## config.mk

```make
export PLATFORM = sky130hd
export DESIGN_NAME = mem_bus_arbiter_flat
export DESIGN_NICKNAME = d
export VERILOG_FILES = /design/src/rtl/mem_bus_arbiter_if.sv /design/src/rtl/mem_bus_arbiter.sv /design/src/flat_wrapper.sv
export SDC_FILE = /design/constraint.sdc
export NUM_CORES = 1
export LEC_CHECK = 0
export ABC_AREA = 0
export CORE_ASPECT_RATIO = 1.2
export CORE_MARGIN = 2
export CORE_UTILIZATION = 36
export CTS_BUF_LIST = sky130_fd_sc_hd__clkbuf_16
export DETAILED_ROUTE_END_ITERATION = 6
export PLACE_DENSITY_LB_ADDON = 0.2
export RECOVER_POWER = 100
export REMOVE_ABC_BUFFERS = 1
export SYNTH_ARGS = -nofsm -noshare
export SYNTH_HDL_FRONTEND = slang
export SYNTH_SLANG_ARGS = --single-unit
```

## constraint.sdc

```tcl
create_clock -name clk -period 1.8 [get_ports clk]
set_input_delay 0.36 -clock clk [delete_from_list [all_inputs] [get_ports clk]]
set_output_delay 0.36 -clock clk [all_outputs]
set_load 0.02 [all_outputs]
```

## src/rtl/mem_bus_arbiter_if.sv

```systemverilog
// Bus bundle between the 6502 core, one DMA requester and the single-port RAM.
// The slave modport is the arbiter's view; master is the surrounding system's.
interface mem_bus_arbiter_if;
  logic [15:0] cpu_addr;
  logic        cpu_rw;
  logic [7:0]  cpu_wdata;
  logic [7:0]  cpu_rdata;
  logic        cpu_ready;
  logic        dma_req;
  logic [15:0] dma_addr;
  logic        dma_rw;
  logic [7:0]  dma_wdata;
  logic        dma_gnt;
  logic        dma_ack;
  logic [7:0]  dma_rdata;
  logic [15:0] mem_addr;
  logic        mem_rw;
  logic [7:0]  mem_wdata;
  logic [7:0]  mem_rdata;

  modport slave (
    input  cpu_addr, cpu_rw, cpu_wdata,
    output cpu_rdata, cpu_ready,
    input  dma_req, dma_addr, dma_rw, dma_wdata,
    output dma_gnt, dma_ack, dma_rdata,
    output mem_addr, mem_rw, mem_wdata,
    input  mem_rdata
  );

  modport master (
    output cpu_addr, cpu_rw, cpu_wdata,
    input  cpu_rdata, cpu_ready,
    output dma_req, dma_addr, dma_rw, dma_wdata,
    input  dma_gnt, dma_ack, dma_rdata,
    input  mem_addr, mem_rw, mem_wdata,
    output mem_rdata
  );
endinterface

```

## src/rtl/mem_bus_arbiter.sv

```systemverilog
// Shares one RAM port between the M6502 (stalled via ready) and a DMA requester.
// Define ARB_STATS_EN to add saturating stall_cycles / dma_cycles counters.
module mem_bus_arbiter #(
  parameter int unsigned MAX_BURST = 8,
  parameter int unsigned CPU_GAP   = 1
) (
  input  logic                    clk,
  input  logic                    reset,
  mem_bus_arbiter_if.slave        bus
`ifdef ARB_STATS_EN
  ,
  output logic [31:0]             stall_cycles,
  output logic [31:0]             dma_cycles
`endif
);
  localparam logic [8:0] MAX_B = 9'(MAX_BURST);
  localparam logic [7:0] GAP   = 8'(CPU_GAP);

  typedef enum logic [1:0] {ST_CPU, ST_HOLD, ST_DMA} state_t;

  state_t      state, state_nxt;
  logic        ready, ready_nxt;
  logic        gnt, gnt_nxt;
  logic        ack, ack_nxt;
  logic [7:0]  rdata, rdata_nxt;
  logic [7:0]  burst_cnt, burst_nxt;
  logic [7:0]  gap_cnt, gap_nxt;
  logic [7:0]  gap_dec;

  // RAM-side mux keyed only on the registered grant
  assign bus.mem_addr  = gnt ? bus.dma_addr  : bus.cpu_addr;
  assign bus.mem_rw    = gnt ? bus.dma_rw    : bus.cpu_rw;
  assign bus.mem_wdata = gnt ? bus.dma_wdata : bus.cpu_wdata;
  assign bus.cpu_rdata = bus.mem_rdata;
  assign bus.cpu_ready = ready;
  assign bus.dma_gnt   = gnt;
  assign bus.dma_ack   = ack;
  assign bus.dma_rdata = rdata;

  assign gap_dec = (gap_cnt == 8'd0) ? 8'd0 : gap_cnt - 8'd1;

  always_comb begin
    state_nxt = state;
    ready_nxt = ready;
    gnt_nxt   = gnt;
    ack_nxt   = 1'b0;
    rdata_nxt = rdata;
    burst_nxt = burst_cnt;
    gap_nxt   = gap_cnt;
    unique case (state)
      ST_CPU: begin
        gap_nxt = gap_dec;
        // The CPU-owned cycle being spent right now counts toward the gap.
        if (bus.dma_req && gap_dec == 8'd0) begin
          state_nxt = ST_HOLD;
          ready_nxt = 1'b0;
        end
      end
      ST_HOLD: begin
        if (!bus.dma_req) begin
          state_nxt = ST_CPU;
          ready_nxt = 1'b1;
        end else if (bus.cpu_rw) begin
          state_nxt = ST_DMA;
          gnt_nxt   = 1'b1;
          burst_nxt = 8'd0;
        end
      end
      ST_DMA: begin
        if (bus.dma_req) begin
          ack_nxt   = 1'b1;
          burst_nxt = burst_cnt + 8'd1;
          if (bus.dma_rw) rdata_nxt = bus.mem_rdata;
        end
        if (!bus.dma_req || ({1'b0, burst_cnt} + 9'd1 >= MAX_B)) begin
          state_nxt = ST_CPU;
          gnt_nxt   = 1'b0;
          ready_nxt = 1'b1;
          gap_nxt   = GAP;
        end
      end
      default: begin
        state_nxt = ST_CPU;
        gnt_nxt   = 1'b0;
        ready_nxt = 1'b1;
      end
    endcase
  end

  always_ff @(posedge clk) begin
    if (reset) begin
      state     <= ST_CPU;
      ready     <= 1'b1;
      gnt       <= 1'b0;
      ack       <= 1'b0;
      rdata     <= 8'd0;
      burst_cnt <= 8'd0;
      gap_cnt   <= 8'd0;
    end else begin
      state     <= state_nxt;
      ready     <= ready_nxt;
      gnt       <= gnt_nxt;
      ack       <= ack_nxt;
      rdata     <= rdata_nxt;
      burst_cnt <= burst_nxt;
      gap_cnt   <= gap_nxt;
    end
  end

`ifdef ARB_STATS_EN
  function automatic logic [31:0] sat_inc(input logic [31:0] v);
    return (v == 32'hFFFF_FFFF) ? v : v + 32'd1;
  endfunction

  logic access;
  assign access = (state == ST_DMA) && bus.dma_req;

  always_ff @(posedge clk) begin
    if (reset) begin
      stall_cycles <= 32'd0;
      dma_cycles   <= 32'd0;
    end else begin
      if (!ready) stall_cycles <= sat_inc(stall_cycles);
      if (access) dma_cycles   <= sat_inc(dma_cycles);
    end
  end
`endif
endmodule

```

## src/flat_wrapper.sv

```systemverilog
// flat-port wrapper written by rule: the top's interface ports become plain ports
module mem_bus_arbiter_flat 
#(
  parameter int unsigned MAX_BURST = 8,
  parameter int unsigned CPU_GAP   = 1
)
  (clk, reset, bus_cpu_addr, bus_cpu_rw, bus_cpu_wdata, bus_cpu_rdata, bus_cpu_ready, bus_dma_req, bus_dma_addr, bus_dma_rw, bus_dma_wdata, bus_dma_gnt, bus_dma_ack, bus_dma_rdata, bus_mem_addr, bus_mem_rw, bus_mem_wdata, bus_mem_rdata);
  mem_bus_arbiter_if bus_i ();
  input  logic clk;
  input  logic reset;
  input wire logic [$bits(bus_i.cpu_addr)-1:0] bus_cpu_addr;
  input wire logic [$bits(bus_i.cpu_rw)-1:0] bus_cpu_rw;
  input wire logic [$bits(bus_i.cpu_wdata)-1:0] bus_cpu_wdata;
  output wire logic [$bits(bus_i.cpu_rdata)-1:0] bus_cpu_rdata;
  output wire logic [$bits(bus_i.cpu_ready)-1:0] bus_cpu_ready;
  input wire logic [$bits(bus_i.dma_req)-1:0] bus_dma_req;
  input wire logic [$bits(bus_i.dma_addr)-1:0] bus_dma_addr;
  input wire logic [$bits(bus_i.dma_rw)-1:0] bus_dma_rw;
  input wire logic [$bits(bus_i.dma_wdata)-1:0] bus_dma_wdata;
  output wire logic [$bits(bus_i.dma_gnt)-1:0] bus_dma_gnt;
  output wire logic [$bits(bus_i.dma_ack)-1:0] bus_dma_ack;
  output wire logic [$bits(bus_i.dma_rdata)-1:0] bus_dma_rdata;
  output wire logic [$bits(bus_i.mem_addr)-1:0] bus_mem_addr;
  output wire logic [$bits(bus_i.mem_rw)-1:0] bus_mem_rw;
  output wire logic [$bits(bus_i.mem_wdata)-1:0] bus_mem_wdata;
  input wire logic [$bits(bus_i.mem_rdata)-1:0] bus_mem_rdata;
  assign bus_i.cpu_addr = bus_cpu_addr;
  assign bus_i.cpu_rw = bus_cpu_rw;
  assign bus_i.cpu_wdata = bus_cpu_wdata;
  assign bus_cpu_rdata = bus_i.cpu_rdata;
  assign bus_cpu_ready = bus_i.cpu_ready;
  assign bus_i.dma_req = bus_dma_req;
  assign bus_i.dma_addr = bus_dma_addr;
  assign bus_i.dma_rw = bus_dma_rw;
  assign bus_i.dma_wdata = bus_dma_wdata;
  assign bus_dma_gnt = bus_i.dma_gnt;
  assign bus_dma_ack = bus_i.dma_ack;
  assign bus_dma_rdata = bus_i.dma_rdata;
  assign bus_mem_addr = bus_i.mem_addr;
  assign bus_mem_rw = bus_i.mem_rw;
  assign bus_mem_wdata = bus_i.mem_wdata;
  assign bus_i.mem_rdata = bus_mem_rdata;
  mem_bus_arbiter #(.MAX_BURST(MAX_BURST), .CPU_GAP(CPU_GAP)) u_core (.clk(clk), .reset(reset), .bus(bus_i));
endmodule
```

; Word level (Yosys, flattened, before mapping)
; Index checks and enable logic that the tools add are counted.
[totals]
inputBits = 61
elab_cells = 61
ff_bits = 29
[op_classes]
reduce_logical = 15
eq_ne = 9
muxes = 24
n_lt_le_gt_ge = 1
n_bitwise = 2
addsub = 3
[ops]
columns = op, count
row1 = $mux 8, 6
row2 = $pmux 8 s2, 2
row3 = $logic_not 8->1, 2
row4 = $mux 16, 1
row5 = $add 8x1->9 const B, 1
row6 = $ge 9x4->1 const B, 1
row7 = $reduce_and 3->1, 3
row8 = $add 8x1->8 const B, 1
row9 = $mux 1, 8
row10 = $mux 2, 4
row11 = $ne 2x2->1 const B, 4
row12 = $reduce_and 4->1, 2
row13 = $sub 8x1->8 const B, 1
row14 = $pmux 1 s3, 2
row15 = $pmux 2 s3, 1
row16 = $ne 2x1->1 const B, 2
row17 = $reduce_bool 2->1, 2
row18 = $ne 3x3->1 const B, 1
row19 = $eq 2x1->1 const B, 1
row20 = $eq 2x2->1 const B, 1
row21 = $logic_not 2->1, 1
row22 = $not 1->1, 2
row23 = $reduce_and 2->1, 1
row24 = $reduce_or 2->1, 1
row25 = 3 further kinds, 3

; Depth between registers and ports, before layout
[logic_depth]
ltp_word = 6
depth_mapped = 9
ltp_nobuf = 7

; Worst setup path before layout
; Ideal clock, no wire load.
[synth_path]
path_kind = register to register
startpoint = reg u_core.gap_cnt[0]
endpoint = reg u_core.state[0]
period_less_slack_ns = 1.913
required_ns = 1.730
stages_incl_launch_ff = 9
setup_ns = 0.070
slack_ns = -0.113
arrival_time_ns = 1.843
n_path_buf = 1
path_cell_list = dfxtp_1 > clkbuf_1 > inv_1 > ha_1 > nor3b_1 > and2_1 > a31oi_1 > or4_1 > a21oi_1
[synth_between]
elab_chain_len = 6
word_cells_on_any_way = 7
[synth_rtl]
columns = item, line_no
row1 = from (decl), mem_bus_arbiter.sv:27  ; logic [7:0] gap_cnt, gap_nxt;
row2 = from (signal assigned), mem_bus_arbiter.sv:106  ; gap_cnt <= gap_nxt;
row3 = $sub 8x1->8 / $logic_not 8->1 (equally long branches), mem_bus_arbiter.sv:40  ; assign gap_dec = (gap_cnt == 8'd0) ? 8'd0 : gap_cnt - 8'd1;
row4 = $mux 8 *, mem_bus_arbiter.sv:40
row5 = $logic_not 8->1 *, mem_bus_arbiter.sv:54  ; if (bus.dma_req && gap_dec == 8'd0) begin
row6 = $logic_and 1x1->1 *, mem_bus_arbiter.sv:54
row7 = $ne 2x1->1 (no line) *, --
row8 = $reduce_and 3->1 (no line) *, --
row9 = to (signal assigned), mem_bus_arbiter.sv:100  ; state <= state_nxt;
row10 = to (decl), mem_bus_arbiter.sv:21  ; state_t state, state_nxt;
; Every way passes the cells marked *; elsewhere a longest branch is shown, timed or not.
; A chain may end at the register's enable or synchronous reset.

; Worst setup path after layout
[layout_path]
startpoint = reg u_core.gap_cnt[5]
endpoint = reg u_core.state[0]
; The elaborated chain is that of the path after synthesis.

==> impl_metrics.tcl <==
set metrics [dict create \
    number_of_nets_in_the_layout 446 \
    cellLeakagePower_nw 1.42 \
    globalRouteTotalUtil_pct 20.0 \
    max_clock_freq_ghz 0.537 \
    ys.flop_type "dfxtp_1" \
    drc 0 \
    grt_most_used_layer "met2" \
    drive_above_1_share_pct 33.2 \
    async_flop_share_pct 0 \
    synth_seq_area_share_pct 29.6 \
    grt_pass1_vias 2205 \
    outcome "finished with violations" \
    power_density_nw_per_um2 935 \
    critical_path.top_delay_family "simple AND/OR/NAND/NOR gates" \
    detail_route.first_pass.iterations 4 \
    period_minus_slack_ns 1.86 \
    hold_viol_final 0 \
    clk_root_buffer_cell "clkbuf_16" \
    post_synth_instance_area_um2 1960 \
    min_path_type "flop to flop" \
    most-common-layout-cells "clkdlybuf4s50_1 (55), buf_4 (39), nand2_1 (28)" \
    rows 29 \
    multi_input_area_um2 1360 \
    area_growth_syn_to_layout_pct 80.8 \
    violations "setup timing" \
    core_area_um2 5260 \
    rsz0062_at_grt "yes" \
    critical_path.n_buffers_inverters 0 \
    finalCritPeriodShare_pct 103 \
    slew-limit-headroom_pct 77.1 \
    later_pin_clock_latency_in_the_skew_report_ns 0.28 \
    port_buffers 104 \
    critPathKind "flop to flop" \
    synth-edff-count 0 \
    die_area_um2 6070 \
    drtAntennaViolNets 0 \
    grt.met1_usage_pct 23.3 \
    slew_viol_final 0 \
    use_met3_pct 6.41 \
    routedWlPerCell_um 14.9 \
    layout_fillers 440 \
    via_to_cell_ratio 5.30 \
    tritoncts "built" \
    insertedDiodeCount 0 \
    die_width_um 71.4 \
    cts-buffers-inserted 5 \
    num_vias 2353 \
    grt_start_max_net_pins 28 \
    synth.avg_cell_area_um2 8.02 \
    critical_path_s_slowest_cell "or4_4" \
    total_power_mw 3.32 \
    number_of_synthesis_warnings 0 \
    postRouteWirelength_mm 6.60 \
    grt_overflow 0 \
    critPathRequiredTime_ns 2.01 \
    slowest_delay_ns 0.54 \
    cts.htree.levels 2 \
    pin_count 105 \
    cts_hold_buffers 0 \
    ir_drop_mv 0.584 \
    dp_hpwl_mm 4.71 \
    crit_path_end_kind "flop" \
    place_congestion 0.898 \
    setup_viol 1 \
    layout.area.seq_um2 587 \
    die_height_um 84.9 \
    start_kind "flop" \
    groute.layer.met2.usage_pct 35.0 \
    worst-endpoint-arrival_ns 2.08 \
    initial_core_util_pct 37.3 \
    max_cap_viol_count 0 \
    worstPathMaxFanout 3 \
    post-place-ws_ns -0.231 \
    ctsLongestPathBuffers 2 \
    synth-seq-cells 29 \
    grt_antenna_before_repair 0 \
    finClkSkew_ns 0.00299 \
    synth_cells 245 \
    clock_sinks 29 \
    grt_first_pass_wirelength_mm 9.80 \
    path_clk_slew_ns 0.05 \
    final_worst_hold_slack_ns 0.450 \
    crit_chain "or4_4, o21ai_2, a31oi_1, or4_1, a21oi_1" \
    worst-slew-pin-transition_ns 0.341 \
    first_iter_violations 85 \
    finalWorstSetupSlack_ns -0.0618 \
    mostFrequentLayoutCell "clkdlybuf4s50_1" \
    yosys.cell_types.count 47 \
]
[per-layer routing]
layer	vias to the layer above	wire length [um]
met2	97	3420
met1	1090	2600
met4	0	79
met5	-	0
met3	9	499
li1	1157	-
[cell usage after synthesis (3+ instances only)]
cell type | instances | area share, %
buf_1 | 3 | 0.57
o21ai_0 | 7 | 1.8
ha_1 | 4 | 2.5
nor3b_1 | 3 | 1.1
nor3_1 | 7 | 1.8
or3_1 | 3 | 0.96
a21o_1 | 3 | 1.1
inv_1 | 10 | 1.9
clkbuf_1 | 9 | 1.7
buf_4 | 9 | 3.4
a211oi_1 | 4 | 1.5
and2_1 | 4 | 1.3
a31oi_1 | 6 | 1.9
mux2_2 | 25 | 14
nand2_1 | 28 | 5.4
xnor2_1 | 4 | 1.8
nor2_1 | 16 | 3.1
nand3_1 | 13 | 3.3
a21oi_1 | 24 | 6.1
dfxtp_1 | 29 | 30
[through the flow]
step                      cells  utilization [%]  setup TNS [ns]  instance area [um2]
after CTS                   441             66.3         -0.0327                 3490
after global placement      433             62.9           -3.64                 3310
after detailed placement    433             62.9           -4.09                 3310
after global routing        444             67.5          -0.441                 3550
after floorplan             223                -         -0.0207                 1850
final                       444             67.5         -0.0618                 3550
[path summary, 6_finish.rpt]
check / end / slack, ns / start / depth (start not counted)
max: u_core.state[0]$_SDFFE_PP0P_ / -0.06 / u_core.gap_cnt[5]$_SDFFE_PP0P_ / 5
min: u_core.bus.dma_rdata[3]$_SDFFE_PP0P_ / 0.45 / u_core.bus.dma_rdata[3]$_SDFFE_PP0P_ / 2
max reg2reg: u_core.state[0]$_SDFFE_PP0P_ / -0.06 / u_core.gap_cnt[5]$_SDFFE_PP0P_ / 5
min reg2reg: u_core.bus.dma_rdata[3]$_SDFFE_PP0P_ / 0.45 / u_core.bus.dma_rdata[3]$_SDFFE_PP0P_ / 2
[kinds of logic (layout without fill, tap and decap cells)]
kind of cell             after synthesis  after routing  share of synthesized area, %
XOR/XNOR                               4              4                          1.78
AND/OR/NAND/NOR                       90             90                          24.0
buffers and inverters                 32            169                          7.90
flip-flops                            29             29                          29.6
multiplexers                          25             25                          14.3
AO/OA/AOI/OAI                         61             61                          19.9
adder cells (fa/ha/maj)                4              4                          2.55
[state kept, by name, indices dropped and copies added (netlist names)]
signal,flops
u_core.bus.cpu_ready,1
u_core.bus.dma_gnt,1
u_core.burst_cnt,8
u_core.gap_cnt,8
u_core.bus.dma_ack,1
u_core.bus.dma_rdata,8
u_core.state,2
[tightest hold or removal path, cell delays in order (launching register included)]
cell and delay (ns):
dfxtp_1 0.30, nand2_1 0.05, a21oi_1 0.05
[area by class of cell]
class / count / area share (%)
flip-flops and latches: 29 / 16.5
well taps: 62 / 2.18
multi-input cells: 184 / 38.2
clock inverters: 3 / 0.387
repair buffers: 151 / 38.1
clock buffers: 5 / 3.52
inverters: 10 / 1.06
[what timing repair did]
action                                  4_1_cts  5_1_grt
pin swaps                                     2        7
endpoints found under the setup margin       35       31
gates cloned                                  0        1
setup buffers                                 0        2
gates resized for setup                      77       44
[power breakdown]
group | total (mW) | switching (mW) | leakage, nW | internal [mW]
clock network | 0.802 | 0.301 | 0.0748 | 0.501
logic | 1.69 | 0.795 | 1.11 | 0.890
registers | 0.833 | 0.102 | 0.238 | 0.731
total | 3.32 | 1.20 | 1.42 | 2.12
(Power assumes the default switching activity.)
